### config.mk
export PLATFORM = sky130hd
export DESIGN_NAME = tc_input_cond
export DESIGN_NICKNAME = d
export VERILOG_FILES = /design/src/rtl/tc_pkg.sv /design/src/rtl/tc_debounce.sv /design/src/rtl/tc_input_cond.sv
export SDC_FILE = /design/constraint.sdc
export NUM_CORES = 1
export LEC_CHECK = 0
export ABC_AREA = 1
export BUFFER_PORTS_ARGS = -buffer_cell sky130_fd_sc_hd__buf_4
export CORE_MARGIN = 4
export CORE_UTILIZATION = 65
export DETAILED_ROUTE_END_ITERATION = 8
export PLACE_DENSITY = 0.92
export SYNTH_ARGS = -nofsm -noshare
export SYNTH_HDL_FRONTEND = slang
export SYNTH_SLANG_ARGS = --single-unit
### constraint.sdc
create_clock -name CLK_100M -period 3.9 [get_ports CLK_100M]
set_clock_uncertainty 0.15 [all_clocks]
set_input_delay 0.78 -clock CLK_100M [delete_from_list [all_inputs] [get_ports CLK_100M]]
set_output_delay 0.78 -clock CLK_100M [all_outputs]
set_load 0.02 [all_outputs]
### src/rtl/tc_pkg.sv
// Purpose : shared constants for the parade traffic-controller input conditioning.
// Latency : n/a (constants only).
// Backpressure: n/a.
package tc_pkg;

  localparam int unsigned TC_CLK_HZ      = 100000000;
  localparam int unsigned TC_STEP_CYCLES = 500000000;  // 5 s controller step
  localparam int unsigned TC_DB_CYCLES   = 2000000;    // 20 ms debounce window
  localparam int unsigned TC_FAST_TICK   = 16;
  localparam int unsigned TC_FAST_DB     = 4;
  localparam int unsigned TC_TICK_W      = 32;
  localparam int unsigned TC_DB_W        = 24;

endpackage : tc_pkg

### src/rtl/tc_debounce.sv
// Purpose : 2-flop synchroniser plus counter debounce for one raw asynchronous input.
// Latency : 2 + DB_CYCLES cycles from pin change to stable level change.
// Backpressure: none; free-running, samples every cycle.
//
// Ports:
//   clk    - system clock
//   rst_n  - asynchronous active-low reset
//   din    - raw asynchronous input
//   stable - debounced level (flop output)
module tc_debounce
  import tc_pkg::*;
#(
  parameter int unsigned DB_CYCLES = TC_DB_CYCLES
) (
  input  logic clk,
  input  logic rst_n,
  input  logic din,
  output logic stable
);

  localparam logic [TC_DB_W-1:0] DB_LAST = TC_DB_W'(DB_CYCLES - 1);

  logic               sync1_q, sync2_q;
  logic               stable_q, stable_d;
  logic [TC_DB_W-1:0] cnt_q, cnt_d;

  // The counter only runs while the synced value disagrees with the accepted
  // level; any agreeing cycle restarts the window, so short glitches vanish.
  always_comb begin
    stable_d = stable_q;
    cnt_d    = '0;
    if (sync2_q != stable_q) begin
      if (cnt_q == DB_LAST) begin
        stable_d = ~stable_q;
        cnt_d    = '0;
      end else begin
        cnt_d = cnt_q + 1'b1;
      end
    end
  end

  always_ff @(posedge clk or negedge rst_n) begin
    if (!rst_n) begin
      sync1_q  <= 1'b0;
      sync2_q  <= 1'b0;
      stable_q <= 1'b0;
      cnt_q    <= '0;
    end else begin
      sync1_q  <= din;
      sync2_q  <= sync1_q;
      stable_q <= stable_d;
      cnt_q    <= cnt_d;
    end
  end

  assign stable = stable_q;

endmodule : tc_debounce

### src/rtl/tc_input_cond.sv
// Purpose : debounce P/R/T_A/T_B, latch button presses and deliver them on the step enable.
// Latency : sensors 3 + DB cycles pin-to-output; requests appear the cycle after the next TICK.
// Backpressure: none; requests are held pending until the next TICK, repeats collapse.
//
// Build option: TC_FAST_SIM_EN forces a 16-cycle step and 4-cycle debounce.
// Ports:
//   CLK_100M - 100 MHz system clock        RESET - async active-low reset
//   P, R     - raw parade/release buttons  T_A, T_B - raw traffic sensors
//   TICK     - one-cycle step enable       P_Q, R_Q - requests, held one full step
//   T_A_Q, T_B_Q - debounced sensor levels
module tc_input_cond
  import tc_pkg::*;
#(
  parameter int unsigned TICK_CYCLES = TC_STEP_CYCLES,
  parameter int unsigned DB_CYCLES   = TC_DB_CYCLES
) (
  input  logic CLK_100M,
  input  logic RESET,
  input  logic P,
  input  logic R,
  input  logic T_A,
  input  logic T_B,
  output logic TICK,
  output logic P_Q,
  output logic R_Q,
  output logic T_A_Q,
  output logic T_B_Q
);

`ifdef TC_FAST_SIM_EN
  localparam int unsigned TICK_EFF = TC_FAST_TICK;
  localparam int unsigned DB_EFF   = TC_FAST_DB;
`else
  localparam int unsigned TICK_EFF = TICK_CYCLES;
  localparam int unsigned DB_EFF   = DB_CYCLES;
`endif

  localparam logic [TC_TICK_W-1:0] TICK_LAST = TC_TICK_W'(TICK_EFF - 1);

  logic p_stable, r_stable, ta_stable, tb_stable;

  tc_debounce #(.DB_CYCLES(DB_EFF)) u_db_p  (.clk(CLK_100M), .rst_n(RESET), .din(P),   .stable(p_stable));
  tc_debounce #(.DB_CYCLES(DB_EFF)) u_db_r  (.clk(CLK_100M), .rst_n(RESET), .din(R),   .stable(r_stable));
  tc_debounce #(.DB_CYCLES(DB_EFF)) u_db_ta (.clk(CLK_100M), .rst_n(RESET), .din(T_A), .stable(ta_stable));
  tc_debounce #(.DB_CYCLES(DB_EFF)) u_db_tb (.clk(CLK_100M), .rst_n(RESET), .din(T_B), .stable(tb_stable));

  logic [TC_TICK_W-1:0] cnt_q, cnt_d;
  logic                 tick_q, tick_d;
  logic                 p_prev_q, r_prev_q;
  logic                 p_pend_q, p_pend_d, r_pend_q, r_pend_d;
  logic                 p_q_q, p_q_d, r_q_q, r_q_d;
  logic                 ta_q_q, tb_q_q;
  logic                 p_rise, r_rise;

  assign p_rise = p_stable & ~p_prev_q;
  assign r_rise = r_stable & ~r_prev_q;

  always_comb begin
    cnt_d = (cnt_q == TICK_LAST) ? '0 : cnt_q + 1'b1;
    // Registered so TICK is high exactly while cnt_q holds the last count.
    tick_d = (cnt_d == TICK_LAST);

    p_pend_d = p_pend_q | p_rise;
    r_pend_d = r_pend_q | r_rise;
    p_q_d    = p_q_q;
    r_q_d    = r_q_q;
    if (tick_q) begin
      // Release has priority; a losing parade request is dropped, not deferred.
      r_q_d    = r_pend_q;
      p_q_d    = p_pend_q & ~r_pend_q;
      // An edge landing on the tick itself is kept for the following step.
      p_pend_d = p_rise;
      r_pend_d = r_rise;
    end
  end

  always_ff @(posedge CLK_100M or negedge RESET) begin
    if (!RESET) begin
      cnt_q    <= '0;
      tick_q   <= 1'b0;
      p_prev_q <= 1'b0;
      r_prev_q <= 1'b0;
      p_pend_q <= 1'b0;
      r_pend_q <= 1'b0;
      p_q_q    <= 1'b0;
      r_q_q    <= 1'b0;
      ta_q_q   <= 1'b0;
      tb_q_q   <= 1'b0;
    end else begin
      cnt_q    <= cnt_d;
      tick_q   <= tick_d;
      p_prev_q <= p_stable;
      r_prev_q <= r_stable;
      p_pend_q <= p_pend_d;
      r_pend_q <= r_pend_d;
      p_q_q    <= p_q_d;
      r_q_q    <= r_q_d;
      ta_q_q   <= ta_stable;
      tb_q_q   <= tb_stable;
    end
  end

  assign TICK  = tick_q;
  assign P_Q   = p_q_q;
  assign R_Q   = r_q_q;
  assign T_A_Q = ta_q_q;
  assign T_B_Q = tb_q_q;

endmodule : tc_input_cond

==> impl_results.md <==
- Status: completed
- Dpl cell area: 8511 um^2
- Reg clk slew, reported paths: 0.06 ns
- GRT overflow: 0
- Fin crit share: 0.5504
- Most area-consuming cells after synthesis: dfrtp_1 (45%), nand2_1 (9.7%), nor2_1 (8.4%)
- Syn_area_per_cell: 7.789 um^2
- Final Setup Violations: 0
- Synth top area share: 0.4542
- Setup tns final: 0 ns
- Critical Path Sink Type: flip-flop
- Aggregate global-route resource usage: 0.2717
- Syn_nets: 1065
- Worst slew pin tran: 0.5576 ns
- Met2 Use GR: 0.4618
- Post-layout min period: 2.147 ns
- Hold WC Path Type: primary input to asynchronous set/reset pin
- I/O pin total: 11
- Core Region: 12210 um^2
- Worst skew pair latency: 0.43 ns
- WL/cell: 14.89 um
- Fillers: 912
- Antenna diodes: 0
- Worst-path cell chain: ha_1 > nand2_2 > nor2_4 > nand2_4 > nor2_2 > nand2_1 > nand2_1 > nor2_2 > nand3_1 > nor2_1 > nand3_1 > nor2_1
- Synth Flop Type: dfrtp_1
- Largest net degree at the start of global routing: 66
- Maxcap violations: 0
- Clock sink count: 149
- Postcts setup bufs: 0
- Yosys cell types: 48
- Grt met3 use: 0.06174
- Via count: 7169
- Initial DRC Count: 603
- Hold-fix buffers, CTS: 0
- Post-synth EDFFs: 0
- Post-Syn Instances: 1054
- Hold Fails Final Rpt: 0
- Most common cell in the netlist: nand2_1
- WL final: 18.77 mm
- Final RePlAce weighted congestion: 0.9306
- Max Slew Vio Count: 0
- DRC: 0
- Max FO, Critical Path: 11
- ANT nets after route: 0
- Max IR drop VDD: 0.0003065 V
- CTS tree: built
- Global-route wire length before repair: 31.68 mm
- CTS max path bufs: 2
- Setup crit start kind: flip-flop
- #FFs+latches synth: 149
- Async set-reset flop share out of synthesis: 1.000
- Final instance area: 9124 um^2
- F_max: 465.8 MHz
- DP HPWL: 13.05 mm
- Synth warn: 0
- Seq/Total Area, Yosys: 0.4542
- Slew margin rel.: 0.6248
- Layout Nets: 1091
- GRT Max-Usage Layer: met2
- Initial antenna violation count: 0
- Starting Density: 0.6722
- Num CTS Buffers: 17
- Share of layout cells above drive strength 1: 0.1070
- P&R area growth vs syn: 11.14%
- Drt pass-1 iters: 7
- Hold WS: 0.1647 ns
- Critical Path Max Stage Delay: 0.40 ns
- PD cells: 367.4 nW/um^2
- Root buffer cell: clkbuf_16
- Floorplan row count: 40
- Die Wd: 120.4 um
- Critical Path AT: 2.35 ns
- Synth area leader: dfrtp_1
- Vias in the first global route: 6950
- Cell Area, Synth: 8209 um^2
- Lkg Pwr: 4.143 nW
- PnR worst setup slack: 1.753 ns
- Port bufs: 10
- RSZ-0062 raised after global routing: false
- Post-synth top cells: nand2_1 (213), nor2_1 (183), dfrtp_1 (149)
- Die height: 120.4 um
- Met1 Usage GRT: 0.3410
- Htree depth: 4
- Post-Place Setup Slack: 1.819 ns
- Post-CTS Resized: 0
- Slowest-stage cell, CP: dfrtp_1
- Post-DR vias/cell: 5.685
- Critical Path RT: 4.11 ns
- Die area: 14490 um^2
- Crit Path Class: flip-flop to flip-flop
final cells by class:
type | count | area, um^2 | area share
multi-input combinational | 760 | 3925 | 0.4302
tap | 168 | 210.2 | 0.02304
clock buffer | 20 | 446.7 | 0.04896
inverter | 136 | 510.5 | 0.05595
clock inverter | 12 | 166.4 | 0.01824
timing repair buffer | 16 | 136.4 | 0.01495
sequential | 149 | 3729 | 0.4087
per-layer routing:
metal / up-vias / share of wire
met1: 3340 / 0.41
met2: 326 / 0.50
met5: - / 0
li1: 3460 / -
met3: 43 / 0.073
met4: 0 / 0.020
flip-flops by register name, indices dropped and copies added, names as in the netlist, 24 cells and up:
name / cells
cnt_q: 32
u_db_tb.cnt_q: 24
u_db_ta.cnt_q: 24
u_db_p.cnt_q: 24
u_db_r.cnt_q: 24
power breakdown:
group	internal, mW	switching, mW
registers	1.56	0.0103
clock network	1.04	0.667
logic	0.0217	0.0576
total	2.62	0.735
critical path, delay by kind of cell, from the launching register on:
kind / cells / cell delay [ns]
adder cells (fa/ha/maj): 1 / 0.25
flip-flops: 1 / 0.40
AND/OR/NAND/NOR: 11 / 1.28
per-stage QoR:
step | std cells | total power [mW] | utilization
6_report | 1261 | 3.352 | 0.7471
5_1_grt | 1261 | 3.457 | 0.7471
4_1_cts | 1261 | 3.370 | 0.7471
3_5_place_dp | 1229 | 1.680 | 0.6969
3_3_place_gp | 1229 | 1.677 | 0.6969
2_1_floorplan | 1054 | 1.628 | -
worst paths after layout:
kind	startpoint	end	slack [ns]	cells past startpoint
max in group asynchronous	RESET	u_db_r.cnt_q[6]	2.69	2
worst min-delay path	RESET	cnt_q[31]	0.16	1
worst min register to register	u_db_p.sync1_q	u_db_p.sync2_q	0.20	0
worst max-delay path	cnt_q[0]	TICK	1.75	12
worst max register to register	cnt_q[0]	TICK	1.75	12
min in group CLK_100M	u_db_p.sync1_q	u_db_p.sync2_q	0.20	0
cell usage in the layout, fill, tap and decap left out, types with 4 or more instances in the layout:
cell type	Yosys	routed
inv_1	133	133
xnor2_1	15	15
nand2_2	7	7
inv_6	0	5
nor3_1	53	53
o21ai_0	13	13
or2_2	8	8
buf_4	0	14
nand4_1	35	35
dfrtp_1	149	149
clkbuf_16	0	17
nand3_2	5	5
and3_1	5	5
a211oi_1	5	5
nand3b_1	4	4
nor2_1	183	183
ha_1	5	5
nor2_4	8	8
nand2_1	213	213
nand3_1	63	63
xor2_1	34	34
nor4_1	16	16
nor3b_1	11	11
a21oi_1	22	22
nor2_2	22	22
cell families (layout without fill, tap and decap cells):
logic type | count (synthesis) | in the layout | share of synthesized area
AOI/OAI and AO/OA | 58 | 58 | 0.04329
xor gates and xnor gates | 49 | 49 | 0.05228
adders and majority gates | 5 | 5 | 0.007621
buffers and inverters | 145 | 184 | 0.06767
DFF | 149 | 149 | 0.4542
muxes | 4 | 4 | 0.005334
and+or+nand+nor | 644 | 644 | 0.3696
Power figures use the tool's default switching activity.
